==> src/rtl/uart_pkg.sv <==
// Shared types for the UART transmitter: parity modes and transmit FSM states.
package uart_pkg;

  typedef enum logic [2:0] {
    NONE  = 3'd0,
    EVEN  = 3'd1,
    ODD   = 3'd2,
    MARK  = 3'd3,
    SPACE = 3'd4
  } parity_t;

  typedef enum logic [2:0] {
    IDLE   = 3'd0,
    START  = 3'd1,
    DATA   = 3'd2,
    PARITY = 3'd3,
    STOP1  = 3'd4,
    STOP2  = 3'd5
  } tx_state_t;

  // Codes 5..7 are reserved and behave like NONE, so only 1..4 add a parity bit.
  function automatic logic parity_enabled(input logic [2:0] mode);
    return (mode >= 3'd1) && (mode <= 3'd4);
  endfunction

endpackage

==> src/rtl/sync_fifo.sv <==
// Synchronous FIFO with show-ahead read data, registered level and full/empty flags.
module sync_fifo #(
  parameter int WIDTH = 8,
  parameter int DEPTH = 4
) (
  input  logic                           clk,
  input  logic                           rst,
  input  logic                           push,
  input  logic [WIDTH-1:0]               wr_data,
  input  logic                           pop,
  output logic [WIDTH-1:0]               rd_data,
  output logic                           full,
  output logic                           empty,
  output logic [$clog2(DEPTH+1)-1:0]     level
);

  localparam int AW    = (DEPTH > 1) ? $clog2(DEPTH) : 1;
  localparam int LVL_W = $clog2(DEPTH+1);

  logic [WIDTH-1:0] mem [DEPTH];
  logic [AW-1:0]    wr_ptr;
  logic [AW-1:0]    rd_ptr;
  logic             do_push;
  logic             do_pop;

  // A full FIFO refuses a push even if the head leaves in the same cycle.
  always_comb begin
    full    = (level == LVL_W'(DEPTH));
    empty   = (level == '0);
    do_push = push && !full;
    do_pop  = pop && !empty;
    rd_data = mem[rd_ptr];
  end

  // Pointer and occupancy bookkeeping; DEPTH is a power of two so pointers wrap naturally.
  always_ff @(posedge clk) begin
    if (rst) begin
      wr_ptr <= '0;
      rd_ptr <= '0;
      level  <= '0;
    end else begin
      if (do_push) wr_ptr <= wr_ptr + AW'(1);
      if (do_pop)  rd_ptr <= rd_ptr + AW'(1);
      level <= level + LVL_W'(do_push) - LVL_W'(do_pop);
    end
  end

  // Storage array write port.
  always_ff @(posedge clk) begin
    if (do_push) mem[wr_ptr] <= wr_data;
  end

endmodule

==> src/rtl/uart_tx_fifo.sv <==
// UART transmitter fed by a small FIFO; framing and baud rate are latched per frame.
module uart_tx_fifo
  import uart_pkg::*;
#(
  parameter int DATA_BITS = 8,
  parameter int DEPTH     = 4,
  parameter int DIV_W     = 16
) (
  input  logic                         clk,
  input  logic                         rst,
  input  logic [DIV_W-1:0]             cfg_baud_div,
  input  parity_t                      cfg_parity,
  input  logic                         cfg_stop2,
  input  logic [DATA_BITS-1:0]         s_data,
  input  logic                         s_valid,
  output logic                         s_ready,
  output logic                         tx_busy,
  output logic                         txd,
  output logic [$clog2(DEPTH+1)-1:0]   fifo_level
);

  localparam int CNT_W = $clog2(DATA_BITS+1);

  logic                 fifo_full;
  logic                 fifo_empty;
  logic [DATA_BITS-1:0] head;
  logic                 start_frame;

  tx_state_t            state;
  logic [DIV_W-1:0]     baud_cnt;
  logic [CNT_W-1:0]     bit_cnt;

  logic [DATA_BITS-1:0] shreg;
  logic                 par_bit;
  logic                 par_en;
  logic                 stop2_lat;
  logic [DIV_W-1:0]     bit_div;

  logic [DIV_W-1:0]     div_eff;
  logic                 bit_end;
  logic                 last_stop;

  function automatic logic parity_value(input logic [2:0] mode,
                                        input logic [DATA_BITS-1:0] word);
    case (mode)
      3'd1:    return ^word;
      3'd2:    return ~^word;
      3'd3:    return 1'b1;
      default: return 1'b0;
    endcase
  endfunction

  sync_fifo #(
    .WIDTH (DATA_BITS),
    .DEPTH (DEPTH)
  ) u_fifo (
    .clk     (clk),
    .rst     (rst),
    .push    (s_valid),
    .wr_data (s_data),
    .pop     (start_frame),
    .rd_data (head),
    .full    (fifo_full),
    .empty   (fifo_empty),
    .level   (fifo_level)
  );

  // A frame starts from IDLE or straight out of the last stop bit, so queued words run back-to-back.
  always_comb begin
    s_ready     = !fifo_full;
    div_eff     = (cfg_baud_div == '0) ? DIV_W'(1) : cfg_baud_div;
    bit_end     = (baud_cnt == '0);
    last_stop   = bit_end && (((state == STOP1) && !stop2_lat) || (state == STOP2));
    start_frame = !fifo_empty && ((state == IDLE) || last_stop);
  end

  // Transmit FSM: baud count-down, bit sequencing and the registered line/busy outputs.
  always_ff @(posedge clk) begin
    if (rst) begin
      state    <= IDLE;
      txd      <= 1'b1;
      tx_busy  <= 1'b0;
      baud_cnt <= '0;
      bit_cnt  <= '0;
    end else if (start_frame) begin
      state    <= START;
      txd      <= 1'b0;
      tx_busy  <= 1'b1;
      baud_cnt <= div_eff;
      bit_cnt  <= '0;
    end else if (state != IDLE) begin
      if (!bit_end) begin
        baud_cnt <= baud_cnt - DIV_W'(1);
      end else begin
        baud_cnt <= bit_div;
        case (state)
          START: begin
            txd     <= shreg[0];
            bit_cnt <= CNT_W'(1);
            state   <= DATA;
          end
          DATA: begin
            if (bit_cnt == CNT_W'(DATA_BITS)) begin
              if (par_en) begin
                txd   <= par_bit;
                state <= PARITY;
              end else begin
                txd   <= 1'b1;
                state <= STOP1;
              end
            end else begin
              txd     <= shreg[0];
              bit_cnt <= bit_cnt + CNT_W'(1);
            end
          end
          PARITY: begin
            txd   <= 1'b1;
            state <= STOP1;
          end
          STOP1: begin
            if (stop2_lat) begin
              state <= STOP2;
            end else begin
              state   <= IDLE;
              tx_busy <= 1'b0;
            end
          end
          default: begin
            state   <= IDLE;
            tx_busy <= 1'b0;
          end
        endcase
      end
    end
  end

  // Frame registers: word and framing captured at frame start, word shifted out LSB first.
  always_ff @(posedge clk) begin
    if (start_frame) begin
      shreg     <= head;
      par_bit   <= parity_value(cfg_parity, head);
      par_en    <= parity_enabled(cfg_parity);
      stop2_lat <= cfg_stop2;
      bit_div   <= div_eff;
    end else if (bit_end && ((state == START) || (state == DATA))) begin
      shreg <= shreg >> 1;
    end
  end

endmodule

==> config.mk <==
export PLATFORM = sky130hd
export DESIGN_NAME = uart_tx_fifo
export DESIGN_NICKNAME = d
export VERILOG_FILES = /design/src/rtl/uart_pkg.sv /design/src/rtl/sync_fifo.sv /design/src/rtl/uart_tx_fifo.sv
export SDC_FILE = /design/constraint.sdc
export NUM_CORES = 1
export LEC_CHECK = 0
export CORE_MARGIN = 1
export CORE_UTILIZATION = 62
export CTS_CLUSTER_DIAMETER = 200
export DETAILED_ROUTE_END_ITERATION = 10
export PLACE_DENSITY = 0.84
export SYNTH_ARGS = -nofsm -noshare
export SYNTH_HDL_FRONTEND = slang
export SYNTH_SLANG_ARGS = --single-unit
==> constraint.sdc <==
create_clock -name clk -period 5.6 [get_ports clk]
set_clock_uncertainty 0.2 [all_clocks]
set_input_delay 0.84 -clock clk [delete_from_list [all_inputs] [get_ports clk]]
set_output_delay 0.84 -clock clk [all_outputs]
set_load 0.01 [all_outputs]
Yosys cells after proc, flatten, opt, wreduce, memory -nomap -nowiden
Memories as Yosys holds them, arrays and structs flattened. A register that Yosys moved wholly into a read port is not among the register bits.
Cells that the tools add are included.
Storage, ports and cells
  ROM bits: 0
  bits in registers: 59
  output and inout port bits: 6
  RAM bits: 32
  memories: 1
  latch bits: 0
  bits of input ports: 31
Operators by class
  shifts and indexed selects: 0
  divide/modulo/power cells: 0
  multiplexer cells: 31
  bitwise gates (word level): 0
  $mul: 0
  add/subtract/negate cells: 6
  reductions and logical operators: 32
  equal/unequal tests: 15
  $lt $le $gt $ge: 2
Memories
  u_fifo.mem: depth 4, bits a word 8, read ports 1, clocked after memory_dff 1, write ports 1, RTL line sync_fifo.sv:20  | logic [WIDTH-1:0] mem [DEPTH];
Operators by type and width (count)
  $mux W16: 4
  $logic_not A16 Y1: 2
  $mux W8: 2
  $sub A16 B1 Y16 const B: 1
  $mux W1: 14
  $eq A3 B2 Y1 const B: 4
  $pmux W3 S4: 1
  $eq A3 B3 Y1 const B: 3
  $mux W3: 3
  $reduce_and A3 Y1: 3
  $pmux W4 S2: 1
  $reduce_and A4 Y1: 2
  $reduce_bool A2 Y1: 4
  $reduce_xnor A8 Y1: 1
  $reduce_xor A8 Y1: 1
  $logic_and A1 B1 Y1: 7
  $eq A3 B1 Y1 const B: 2
  $logic_not A3 Y1: 2
  $ne A3 B2 Y1 const B: 2
  $pmux W1 S3: 2
  $add A2 B1 Y2 const B: 2
  $add A4 B1 Y4 const B: 1
  $eq A4 B4 Y1 const B: 1
  $mux W2: 2
  14 further kinds: 19

Longest topological paths before layout
Gate-level depths: netlist of the first run.
  word-level depth: 9
  depth in mapped cells: 16
  mapped depth without buffers: 14

By module
A second synthesis of the first run with hierarchy kept.
Unflattened totals
  cell total of the unflattened synthesis: 410
  area total of the unflattened synthesis: 4501.8 sq um
By module, submodules not included
  uart_tx_fifo: cells an instance 317, instances 1, seq. area each 1311.3 sq um, area an instance 2867.8 sq um
  sync_fifo: cells an instance 93, instances 1, seq. area each 1141.1 sq um, area an instance 1634.1 sq um

Worst setup path after synthesis of the first run
No wires, ideal clock.
  path type: flip-flop to flip-flop
  start: register baud_cnt[0]
  end: register u_fifo.level[2]
  cell stages (with the launch flop): 17
  arrival time: 3.065 ns
  path slack: 2.207 ns
  clock period less this slack: 3.393 ns
  data required time: 5.272 ns
  cells stage by stage: dfxtp_1 -> inv_1 -> ha_1 -> nor3b_1 -> and4_1 -> buf_2 -> o21ai_1 -> clkinv_1 -> buf_2 -> ha_1 -> inv_1 -> ha_1 -> inv_1 -> fa_1 -> xor2_1 -> xnor2_1 -> nor2_1
On the way
  word-level cells in the longest chain between the ends: 6
RTL lines
  start: declaration: RTL line uart_tx_fifo.sv:30  | logic [DIV_W-1:0] baud_cnt;
  start signal: assignment: RTL line uart_tx_fifo.sv:89  | baud_cnt <= div_eff;
  start signal: assignment: RTL line uart_tx_fifo.sv:93  | baud_cnt <= baud_cnt - DIV_W'(1);
  start signal: assignment: RTL line uart_tx_fifo.sv:95  | baud_cnt <= bit_div;
  $logic_not A16 Y1: RTL line uart_tx_fifo.sv:72  | bit_end = (baud_cnt == '0);
  $logic_and A1 B1 Y1: RTL line uart_tx_fifo.sv:73  | last_stop = bit_end && (((state == STOP1) && !stop2_lat) || (state == STOP2));
  $logic_or A1 B1 Y1: RTL line uart_tx_fifo.sv:74  | start_frame = !fifo_empty && ((state == IDLE) || last_stop);
  $logic_and A1 B1 Y1: RTL line uart_tx_fifo.sv:74
  named net start_frame: RTL line uart_tx_fifo.sv:27  | logic start_frame;
  $logic_and A1 B1 Y1: RTL line sync_fifo.sv:31  | do_pop = pop && !empty;
  $sub A3 B1 Y3: RTL line sync_fifo.sv:44  | level <= level + LVL_W'(do_push) - LVL_W'(do_pop);
  end signal: assignment: RTL line sync_fifo.sv:44
  end: declaration: RTL line sync_fifo.sv:14  | output logic [$clog2(DEPTH+1)-1:0] level
The timed path passes the listed nets, and every way through them passes these cells.
A chain may end at the register's enable or synchronous reset.

Worst setup path after layout of the first run
  start: register baud_cnt[15]
  end: register u_fifo.level[2]
On the way
  word-level cells in the longest chain between the ends: 6
RTL lines (RTL line)
  $logic_not A16 Y1: uart_tx_fifo.sv:72
  $logic_and A1 B1 Y1: uart_tx_fifo.sv:73
  $logic_or A1 B1 Y1: uart_tx_fifo.sv:74
  $logic_and A1 B1 Y1: uart_tx_fifo.sv:74
  $logic_and A1 B1 Y1: sync_fifo.sv:31
  $sub A3 B1 Y3: sync_fifo.sv:44
Every way passes these cells.

==> impl_summary.md, run 1 <==
CTS
The count of clock tree sinks is a little over 90. Clock-pin slew was measured on the worst setup and hold paths at 0.10 ns. No sink is reached through more buffers than the 2 on the longest clock path. The number of setup buffers added after CTS is 0. Buffers inserted to repair hold after CTS numbered 0. The cell sitting at the root of the clock tree is a sky130_fd_sc_hd__clkbuf_8. The clock tree synthesis step divided the H-tree into 3 levels. In this run, post-CTS repair resized a total of 0 instances. The total clock buffers created by CTS is 9. TritonCTS built the clock tree. The later-pin clock latency in the skew report is 0.38 ns.

Routing
In the routed design, unresolved DRC markers number 0. The count of nets left with antenna violations once routing finished came out at 0. The routed layout has 3156 vias. The number of DRC markers in iteration 0 is 299. The aggregate routed wire length is 8860 um.

In the final routed layout, each cell accounts on average for roughly 17 um. Dividing the detail-routed via count by the number of cells gives between 6 and 7. The first-pass iteration count of the detailed router is 5.

Power
Dividing total power by cell area gives a power density of 557 nW/um^2. The static power due to leakage is 1.74 nW. IR analysis of the VDD net gives a maximum drop of 314 uV.

Synthesis
In the post-synthesis netlist, the biggest area contributors are sky130_fd_sc_hd__edfxtp_1 (40%), sky130_fd_sc_hd__dfxtp_1 (15%), sky130_fd_sc_hd__mux4_2 (4.0%), sky130_fd_sc_hd__nand2_1 (3.8%), sky130_fd_sc_hd__xnor2_1 (3.1%). In the synthesized netlist, the number of instances is 398. The post-synthesis average cell area is 11.2 um^2. The net count after synthesis is 439.

The number of different library cells used by synthesis comes to 62. The number of flops mapped to enable cells by yosys is 59. The number of storage elements in the synthesis netlist is 93. The number of synthesis warnings is 0. The most used flip-flop cell after synthesis is sky130_fd_sc_hd__edfxtp_1.

The sequential element share of the synthesized area is 0.550. The share of the synthesized area in the top cell type is 0.397. The combined area of all synthesized cells is 4460 um^2. After synthesis, the share of flip-flops with an asynchronous set or reset is 0. The largest total area in the synthesized netlist belongs to sky130_fd_sc_hd__edfxtp_1.

GRT
The number of antenna violations at the first check in global routing is 0. The wire length of the first global-routing pass is 14400 um. The total overflow left after global routing is 0. The number of global-route vias before repair was 2999. The total global-route track usage is 0.256.

The pin count of the biggest net entering global routing is 36.

STA
The max-slew violation count is 0. Setup repair after global routing left no endpoint under its margin. The count of final hold-check violations is 0. The remaining max-slew budget at the tightest pin is 0.431.

Of the available clock period, the critical path in the final layout requires 0.570. The number of setup violations in the final report is 0. The transition at the pin with the smallest max-transition slack is 0.845 ns. Static timing analysis puts the maximum clock frequency at 313 MHz. Subtracting the final worst setup slack from the clock period gives between 3 and 4 ns. The total negative slack is 0 ns.

Floorplanning
The horizontal die dimension is ~87 um. The floorplan step defined a die boundary enclosing 7540 um^2. The starting density of the core is 0.649. 37 I/O pins were placed. From bottom edge to top edge, the die measures 86.8 um. After floorplanning, the core was divided into 30 placement rows. The floorplan core area is 6870 um^2.

Placed design
In this run the tool buffered the top-level ports with 36 buffer cells. The post-placement cell area is 4820 um^2. The placer congestion estimate is 0.817. The post-DP HPWL is 6000 um.

Setup path
The cell with the largest stage delay on the worst path is sky130_fd_sc_hd__nor4_1. Traced cell by cell, the critical path runs through nor4_1 > and4_1 > o21ai_2 > clkinv_1 > ha_1 > inv_1 > ha_1 > inv_1 > fa_1 > xor2_1 > xnor2_1 > nor2_1. Along the worst path, the maximum fanout reaches 9. The startpoint type of the worst setup path is a register.

Data on the critical path is required at its endpoint by 5.65 ns. The worst setup path is captured at a register. The data arrival time of the critical path is 3.24 ns. The critical path start-end classification is register to register.

The largest incremental delay on the critical path is approximately 0.55 ns.

Min path
The path class of the tightest hold or removal check is register to register.

Cells and area
The area added between synthesis and finish is 12.7%. The design area is between 5000 and 6000 um^2. 0 antenna diodes ended up in the layout. The count of filler cells inserted in the layout is between 400 and 500.

The fraction of layout instances using a drive strength above 1 is 0.0909. The layout net count is between 400 and 500.

Outcome
The run finished with clean final reports.

Run
The max-capacitance violation count is 0.
[final cells by class]
class / instances / area [um^2] / area share
clock buffers: 9 / 124 / 0.0247
clock inverters: 7 / 76.3 / 0.0152
inverters: 12 / 45.0 / 0.00896
multi-input cells: 259 / 1830 / 0.365
flip-flops and latches: 93 / 2450 / 0.488
well taps: 96 / 120 / 0.0239
repair buffers: 38 / 375 / 0.0747
[path summary, 6_finish.rpt]
| check | start | to | slack [ns] | cells after the start |
|---|---|---|---|---|
| max | baud_cnt[15] | u_fifo.level[2] | 2.41 | 12 |
| min | tx_busy | tx_busy | 0.29 | 2 |
| max reg2reg | baud_cnt[15] | u_fifo.level[2] | 2.41 | 12 |
| min reg2reg | tx_busy | tx_busy | 0.29 | 2 |
[cells in the mapped netlist, types with 5 or more instances]
cell type                  instances
sky130_fd_sc_hd__mux4_2            8
sky130_fd_sc_hd__nand3_1           5
sky130_fd_sc_hd__nand2b_1          5
sky130_fd_sc_hd__nor2_1           30
sky130_fd_sc_hd__or3_1             5
sky130_fd_sc_hd__ha_1              9
sky130_fd_sc_hd__dfxtp_1          34
sky130_fd_sc_hd__and3_1            5
sky130_fd_sc_hd__nor2b_1           6
sky130_fd_sc_hd__buf_2             6
sky130_fd_sc_hd__or4_1             8
sky130_fd_sc_hd__clkbuf_1         27
sky130_fd_sc_hd__o21ai_0          12
sky130_fd_sc_hd__edfxtp_1         59
sky130_fd_sc_hd__nand2_1          45
sky130_fd_sc_hd__a21oi_1          15
sky130_fd_sc_hd__nor4_1            5
sky130_fd_sc_hd__xnor2_1          16
sky130_fd_sc_hd__nor3_1            5
sky130_fd_sc_hd__o211ai_1          8
sky130_fd_sc_hd__inv_1            11
[per-layer routing]
metal  vias up  GRT usage  wire (um)
li1       1503          -          -
met1      1509      0.340       3830
met2       123      0.404       4240
met3        21     0.0514        572
met4         0      0.124        212
met5         -          0          0
[flip-flops by register name, summed over array words and instances (netlist names), 2 cells and up, named ones only]
signal and flops:
u_fifo.mem 32, baud_cnt 16, bit_div 16, shreg 8, bit_cnt 4, state 3, u_fifo.level 3, u_fifo.rd_ptr 2
u_fifo.wr_ptr 2
[layout by cell type, fill, tap and decap left out, types with 5 or more instances in the layout]
master / instances
sky130_fd_sc_hd__a21oi_1: 15
sky130_fd_sc_hd__and3_1: 5
sky130_fd_sc_hd__clkbuf_8: 9
sky130_fd_sc_hd__clkdlybuf4s50_1: 36
sky130_fd_sc_hd__dfxtp_1: 34
sky130_fd_sc_hd__edfxtp_1: 59
sky130_fd_sc_hd__ha_1: 9
sky130_fd_sc_hd__inv_1: 11
sky130_fd_sc_hd__mux4_2: 8
sky130_fd_sc_hd__nand2_1: 45
sky130_fd_sc_hd__nand2b_1: 5
sky130_fd_sc_hd__nand3_1: 5
sky130_fd_sc_hd__nor2_1: 30
sky130_fd_sc_hd__nor2b_1: 6
sky130_fd_sc_hd__nor3_1: 5
sky130_fd_sc_hd__nor4_1: 5
sky130_fd_sc_hd__o211ai_1: 8
sky130_fd_sc_hd__o21ai_0: 12
sky130_fd_sc_hd__or3_1: 5
sky130_fd_sc_hd__or4_1: 8
sky130_fd_sc_hd__xnor2_1: 16
[where the power goes]
group | switching (mW) | internal, mW
Sequential | 0.151 | 0.984
Clock | 0.269 | 0.177
Combinational | 0.698 | 0.518
Total | 1.12 | 1.68
[cell families (layout without fill, tap and decap cells)]
logic type               after synthesis  count (layout)  share of synthesized area
AO/OA/AOI/OAI                         78              78                      0.124
adder cells (fa/ha/maj)               10              10                     0.0297
flip-flops                            93              93                      0.550
AND/OR/NAND/NOR                      139             139                      0.167
XOR/XNOR                              19              19                     0.0373
buffers and inverters                 46              66                     0.0404
multiplexers                          13              13                     0.0519
[stage by stage]
step	power, mW	setup WS, ns	hold slack (ns)	util	instances
after global placement	2.29	2.44	0.266	0.702	498
after global routing	2.98	2.20	0.313	0.732	514
final	2.80	2.41	0.291	0.732	514
after floorplan	2.03	2.21	0.258	-	398
after CTS	2.80	2.43	0.294	0.732	514
after detailed placement	2.34	2.36	0.280	0.702	498
[critical path: cells and delay by family, from the launching register on]
family	cells	cell delay, ns
fa+ha+maj	3	0.74
simple gates	3	1.10
compound gates	1	0.10
buf+inv	3	0.21
xor+xnor	2	0.36
flops	1	0.37
No activity file was read; power rests on OpenSTA's default activity.
==> inputs of run 2 (changes only) <==
--- a/config.mk
+++ b/config.mk
@@ -6,10 +6,10 @@
 export NUM_CORES = 1
 export LEC_CHECK = 0
 export CORE_MARGIN = 1
-export CORE_UTILIZATION = 62
+export CORE_UTILIZATION = 58
 export CTS_CLUSTER_DIAMETER = 200
 export DETAILED_ROUTE_END_ITERATION = 10
-export PLACE_DENSITY = 0.84
+export PLACE_DENSITY = 0.8
 export SYNTH_ARGS = -nofsm -noshare
 export SYNTH_HDL_FRONTEND = slang
 export SYNTH_SLANG_ARGS = --single-unit
==> constraint.sdc (replaced) <==
create_clock -name clk -period 3.15 [get_ports clk]
set_clock_uncertainty 0.2 [all_clocks]
set_input_delay 0.4725 -clock clk [delete_from_list [all_inputs] [get_ports clk]]
set_output_delay 0.4725 -clock clk [all_outputs]
set_load 0.01 [all_outputs]
==> run 2 against run 1 <==
Compared with the run above: sequential share of layout area is 0.89 points lower; wire length up 0.82%; flip-flop and latch count is the same; final cell count grew 2.5%; power is 80% higher; largest power group unchanged; utilization fell by 3.3 points; fmax increased by 8.8%; non-clock buffer count grew 10; global-route usage down 1.4 points; first-iteration DRC count shrank 41%; register-to-register slack got worse by 2.2 ns; critical endpoint unchanged.
==> impl_summary.md, run 2 (synthesis gave the netlist of run 1 again) <==
Outcome
The flow ran to the end, and the final reports show no timing, DRC or antenna violations.

STA
The count of final hold-check violations is 0 (unchanged). The max-slew violation count came to 0 (unchanged). The clock period minus worst slack is 2.93 ns (-0.259 ns). The total negative slack was 0 ns (unchanged). The achievable frequency is 341 MHz (+8.8%). The remaining max-slew budget at the tightest pin was 0.436 (+0.00494). Setup repair after global routing left no endpoint under its margin. The number of setup violations in the final report was 0 (unchanged). The final worst-path setup slack was 0.216 ns (-2.19 ns). The share of the cycle needed by the critical path after routing is 0.931 (+0.361). The final hold slack is 0.290 ns (-0.00119 ns). The transition at the pin with the smallest max-transition slack came to 0.838 ns (-0.00734 ns).

Routing
The aggregate routed wire length is 8930 um (+0.82%). The number of DRC markers in iteration 0 is 175 (-41%). The final routed DRC violation total is 0 (unchanged). The detailed-route vias per instance is 6.11 (-0.43%). The first-pass iteration count of the detailed router is 5 (unchanged).

The number of nets with antenna violations after routing is 0 (unchanged). The routed length per placed instance is 17.0 um (-1.7%). The via count of the routed design is 3222 (+2.1%).

Placed design
The post-placement cell area came to 4900 um^2 (+1.7%). The placer congestion estimate is 0.888 (+8.8%). The number of buffers added on ports came to 36 (unchanged). The post-DP HPWL came to 6300 um (+5.1%). The setup slack after placement is 0.248 ns (-2.11 ns).

Cells and area
The number of flip-flops under the largest register name was 32 (unchanged). The count of antenna diodes in the layout is 0 (unchanged). In the layout the commonest cells are sky130_fd_sc_hd__edfxtp_1 (59), sky130_fd_sc_hd__nand2_1 (45), sky130_fd_sc_hd__clkdlybuf4s50_1 (36), sky130_fd_sc_hd__dfxtp_1 (33), sky130_fd_sc_hd__nor2_1 (30). The design area is 5120 um^2 (+1.9%).

In the final layout, the registers with the most flip-flops are u_fifo.mem x32, baud_cnt x16, bit_div x16. More flip-flops sit in one register than any other, and that register is u_fifo.mem. The layout net count is 464 (+2.2%). The commonest non-fill, non-tap cell in the layout is sky130_fd_sc_hd__edfxtp_1. The fraction of layout instances using a drive strength above 1 is 0.119 (+0.0282).

Relative to the synthesized area, the layout overhead comes to 14.8%.

Setup path
In this run the critical register-to-register path is captured at u_fifo.level[2]. The required time of the worst setup path is 3.21 ns (-2.44 ns). The slowest stage of the critical path is the sky130_fd_sc_hd__dfxtp_1 cell. The flop-to-flop setup slack is 0.22 ns (-2.19 ns). The critical path start-end classification is register to register. The nature of the critical path endpoint is a register. The highest fanout seen on the critical path is 5 (-4). The data arrival time of the critical path was 3.00 ns (-0.24 ns). Walking the worst path, the cells encountered are inv_1 > ha_1 > nor3b_2 > and4_1 > o21ai_2 > clkinv_2 > ha_1 > inv_1 > ha_1 > inv_1 > fa_1 > xor2_1 > xnor2_1 > nor2_1.

The number of cells on the worst reg-to-reg path came to 14 (+2). In this run the critical register-to-register path is launched from baud_cnt[1]. The largest incremental delay on the critical path came to 0.40 ns (-0.15 ns).

The startpoint type of the worst setup path is a register.

CTS
The maximum count of clock buffers along a single path is 2 (unchanged). The later-pin clock latency in the skew report came to 0.37 ns (about the same). The count of clock tree sinks was 93 (unchanged). The number of gates resized after cts is 0 (unchanged). The total clock buffers created by CTS is 9 (unchanged). The total setup buffers inserted after CTS was 0 (unchanged).

TritonCTS built the clock tree. The post-cts hold buffer count is 0 (unchanged). The total number of H-tree levels was 3 (unchanged). The tree is rooted in a sky130_fd_sc_hd__clkbuf_8.

The register clock-pin slew on the reported worst setup and hold paths was 0.10 ns (about the same).

Min path
The worst hold path depth came to 2 (unchanged). The worst hold path begins at tx_busy. For hold timing, the worst endpoint is tx_busy. The path class of the tightest hold or removal check is register to register.

Run
The max-capacitance violation count is 0 (unchanged).

GRT
The overflow left after global routing was 0 (unchanged). The wire length of the first global-routing pass was 14400 um (+0.28%). The pin count of the biggest net entering global routing was 36 (unchanged). The number of global-route vias before repair was 3001 (+0.067%). The total global-route track usage came to 0.242 (-0.0140). The number of antenna violations at the first check in global routing is 0 (unchanged).

Power
The ratio of total power to cell area is 984 nW/um^2 (+77%). The static power due to leakage is 1.81 nW (+3.7%). The peak supply drop came to 673 uV (+110%).

Floorplanning
The floorplan core area is 7330 um^2 (+6.7%). The starting density of the core was 0.608 (-0.0409). The y dimension of the die is 89.7 um (+3.3%). The horizontal die dimension came to 89.7 um (+3.3%). The die outline area is 8050 um^2 (+6.7%).

The number of placement rows is 31 (+3.3%). The I/O pin count was 37 (unchanged).
[run 2: power by group]
| group | internal [mW] | total (mW) | switching, mW |
|---|---|---|---|
| combinational | 0.972 | 2.24 | 1.27 |
| clock | 0.321 | 0.802 | 0.482 |
| sequential | 1.75 | 2.00 | 0.246 |
| total | 3.04 | 5.04 | 2.00 |
[run 2: worst max path at each step]
stage / startpoint / slack, ns / to
after floorplan: baud_cnt[0] / 0.02 / u_fifo.level[2]
after global placement: baud_cnt[0] / 0.34 / u_fifo.level[2]
after detailed placement: baud_cnt[0] / 0.25 / u_fifo.level[2]
after CTS: baud_cnt[0] / 0.20 / u_fifo.level[2]
after global routing: baud_cnt[15] / 0.05 / u_fifo.level[2]
final: baud_cnt[1] / 0.22 / u_fifo.level[2]
[run 2: layout make-up]
| cell class | instances | area (um^2) |
|---|---|---|
| clock buffer | 9 | 124 |
| fill | 525 | 2210 |
| inverter | 12 | 46.3 |
| timing repair buffer | 48 | 450 |
| clock inverter | 7 | 86.3 |
| sequential | 93 | 2450 |
| tap | 99 | 124 |
| multi-input combinational | 259 | 1840 |
[run 2: routing by layer]
metal	global-route usage	wire (um)	vias up
met5	0	0	-
met4	0.104	188	0
met3	0.0466	576	18
met2	0.391	4320	127
met1	0.321	3850	1558
li1	-	-	1519
[run 2: through the flow]
step	cells	total power, mW	utilization
after floorplan	398	3.64	-
after global placement	511	4.16	0.669
after detailed placement	511	4.23	0.669
after CTS	527	5.04	0.698
after global routing	527	5.38	0.699
final	527	5.04	0.699
[run 2: critical path, delay by kind of cell (launching register included)]
kind / cells / cell delay [ns]
flip-flops: 1 / 0.40
adder cells (fa/ha/maj): 4 / 0.98
AO/OA/AOI/OAI: 1 / 0.19
XOR/XNOR: 2 / 0.33
buffers and inverters: 4 / 0.25
AND/OR/NAND/NOR: 3 / 0.48
==> inputs of run 3 (changes only) <==
--- a/config.mk
+++ b/config.mk
@@ -9,7 +9,7 @@
 export CORE_UTILIZATION = 58
 export CTS_CLUSTER_DIAMETER = 200
 export DETAILED_ROUTE_END_ITERATION = 10
-export PLACE_DENSITY = 0.8
+export PLACE_DENSITY = 0.81
 export SYNTH_ARGS = -nofsm -noshare
 export SYNTH_HDL_FRONTEND = slang
 export SYNTH_SLANG_ARGS = --single-unit
==> run 3 against run 2 <==
Compared with the run above: via count down 0.59%; global-route usage up 1.8 points; final area about the same; power up 1.6%; critical path type unchanged; largest power group unchanged.
==> impl_summary.md, run 3 (synthesis gave the netlist of run 1 again) <==
Outcome
The run finished with clean final reports.

Routing
The final routed DRC violation total was 0 (unchanged). The first-pass iteration count of the detailed router is 4 (-1). The routed length per placed instance is 17.9 um (+5.6%). The detailed-route vias per instance is 6.08 (-0.59%). The number of DRC markers in iteration 0 is 291 (+66%).

The via count of the routed design is 3203 (-0.59%). The number of nets with antenna violations after routing is 0 (unchanged). The aggregate routed wire length is 9430 um (+5.6%).

GRT
The met1 track utilization from global routing is 0.339 (+0.0185). The pin count of the biggest net entering global routing was 36 (unchanged). The most heavily used metal layer in global routing is met2. The number of global-route vias before repair is 3138 (+4.6%). The met3 track demand over resource in global routing is 0.0731 (+0.0265). The wire length of the first global-routing pass came to 15300 um (+5.8%). The total global-route track usage came to 0.260 (+0.0181). The met2 usage in global routing was 0.414 (+0.0227).

The overflow left after global routing came to 0 (unchanged). The number of antenna violations at the first check in global routing is 0 (unchanged).

CTS
The register clock-pin slew on the reported worst setup and hold paths was 0.10 ns (about the same). The total number of H-tree levels came to 3 (unchanged). The later-pin clock latency in the skew report is 0.37 ns (about the same). The maximum count of clock buffers along a single path was 2 (unchanged). The total setup buffers inserted after CTS is 0 (unchanged). The library cell used as clock root buffer is sky130_fd_sc_hd__clkbuf_8.

The post-cts hold buffer count is 0 (unchanged). The total clock buffers created by CTS was 9 (unchanged). The count of clock tree sinks was 93 (unchanged). The number of gates resized after cts was 0 (unchanged). TritonCTS built the clock tree.

Setup path
The required time of the worst setup path came to 3.21 ns (about the same). The capture instance of the worst register-to-register path is u_fifo.level[2]. The startpoint type of the worst setup path is a register. STA classifies the critical path endpoint as a register.

The highest fanout seen on the critical path is 5 (unchanged). The critical path goes through inv_1 > ha_1 > nor3b_1 > and4_1 > o21ai_2 > clkinv_2 > ha_1 > inv_1 > ha_1 > inv_1 > fa_1 > xor2_1 > xnor2_1 > nor2_1. The data arrival time of the critical path came to 3.08 ns (+0.08 ns).

The number of cells on the worst reg-to-reg path was 14 (unchanged). The startpoint of the worst register-to-register path is baud_cnt[0]. The flop-to-flop setup slack is 0.14 ns (-0.08 ns). The largest incremental delay on the critical path was 0.40 ns (about the same).

On the critical path, the stage with the largest delay is an instance of sky130_fd_sc_hd__dfxtp_1. The critical path start-end classification is register to register.

Cells and area
The count of filler cells inserted in the layout came to 495 (-5.7%). The final non-filler cell total is 527 (unchanged). The fraction of layout instances using a drive strength above 1 was 0.114 (-0.00467).

The area added between synthesis and finish is 14.8% (about the same). The largest registers in the layout are u_fifo.mem x32, baud_cnt x16, bit_div x16. The largest register by flop count is u_fifo.mem.

The count of antenna diodes in the layout came to 0 (unchanged). The commonest non-fill, non-tap cell in the layout is sky130_fd_sc_hd__edfxtp_1. The library cells used most frequently in the layout, excluding fill and tap cells, are sky130_fd_sc_hd__edfxtp_1 (59), sky130_fd_sc_hd__nand2_1 (45), sky130_fd_sc_hd__clkdlybuf4s50_1 (36), sky130_fd_sc_hd__dfxtp_1 (34), sky130_fd_sc_hd__nor2_1 (30). The layout net count is 464 (unchanged). The number of flip-flops under the largest register name is 32 (unchanged).

STA
The share of the cycle needed by the critical path after routing was 0.957 (+0.0255). The max-slew violation count is 0 (unchanged). The total negative slack is 0 ns (unchanged). The remaining max-slew budget at the tightest pin was 0.486 (+0.0509). The number of setup violations in the final report was 0 (unchanged). The achievable frequency is 332 MHz (-2.7%). Setup repair after global routing left no endpoint under its margin. The transition at the pin with the smallest max-transition slack is 0.762 ns (-0.0755 ns).

The count of final hold-check violations came to 0 (unchanged). The clock period minus worst slack is 3.01 ns (+0.0804 ns).

Power
The static power due to leakage is 1.80 nW (-0.26%). The peak supply drop is 562 uV (-16%). The ratio of total power to cell area was 1000 nW/um^2 (+1.7%).

Placed design
The post-DP HPWL was 6450 um (+2.3%). The placer congestion estimate came to 0.892 (+0.42%). The number of buffers added on ports was 36 (unchanged).

The total instance count after detailed placement was 511 (unchanged).

Floorplanning
The die outline area was 8050 um^2 (unchanged). The number of placement rows was 31 (unchanged). The I/O pin count is 37 (unchanged). The horizontal die dimension came to 89.7 um (unchanged). The y dimension of the die is 89.7 um (unchanged). The starting density of the core is 0.608 (unchanged). The floorplan core area is 7330 um^2 (unchanged).

Run
The max-capacitance violation count is 0 (unchanged).

Min path
The worst hold path terminates at tx_busy. The startpoint identified for the worst hold timing path is tx_busy. The worst hold path depth is 2 (unchanged).

The path type of the worst min-delay path is register to register.
-- run 3: changes by cell type in the layout (fill, tap and decap cells not counted), sizes merged --
| cell | change |
|---|---|
| bufinv | +1 |
| clkinv | -3 |
| clkinvlp | +2 |
-- run 3: area by class of cell --
cell class              count  area, um^2  area share
flip-flops and latches     93        2450       0.479
multi-input cells         259        1830       0.358
repair buffers             48         450      0.0880
clock buffers               9         124      0.0242
well taps                  99         124      0.0242
clock inverters             7        90.1      0.0176
inverters                  12        46.3     0.00904
-- run 3: metal layers --
| layer | wire length [um] | vias up |
|---|---|---|
| met5 | 0 | - |
| met4 | 173 | 0 |
| met3 | 669 | 20 |
| met2 | 4510 | 115 |
| met1 | 4080 | 1546 |
| li1 | - | 1522 |
-- run 3: metrics by stage --
step	worst slack, ns	total power, mW	hold slack (ns)	area [um^2]	utilization
floorplan	0.0181	3.64	0.258	4470	-
global placement	0.346	4.16	0.264	4900	0.669
detailed placement	0.176	4.25	0.285	4900	0.669
CTS	0.140	5.13	0.301	5120	0.698
global route	0.0327	5.44	0.319	5120	0.698
finish	0.136	5.12	0.296	5120	0.698
-- run 3: worst max path at each step --
stage                           start         endpoint  cells after the start
after detailed placement  baud_cnt[0]  u_fifo.level[2]                     14
after CTS                 baud_cnt[0]  u_fifo.level[2]                     14
after global placement    baud_cnt[0]  u_fifo.level[2]                     14
final                     baud_cnt[0]  u_fifo.level[2]                     14
after global routing      baud_cnt[0]  u_fifo.level[2]                     14
after floorplan           baud_cnt[0]  u_fifo.level[2]                     16
-- run 3: where the power goes --
part | internal [mW] | switching (mW) | leakage (nW)
logic | 0.970 | 1.30 | 0.869
clock network | 0.389 | 0.468 | 0.103
registers | 1.75 | 0.246 | 0.832
total | 3.11 | 2.02 | 1.80
-- run 3: critical path, delay by kind of cell, from the launching register on --
family,cells,cell delay [ns]
compound gates,1,0.20
xor+xnor,2,0.35
fa+ha+maj,4,1.01
buf+inv,4,0.29
flops,1,0.40
simple gates,3,0.47
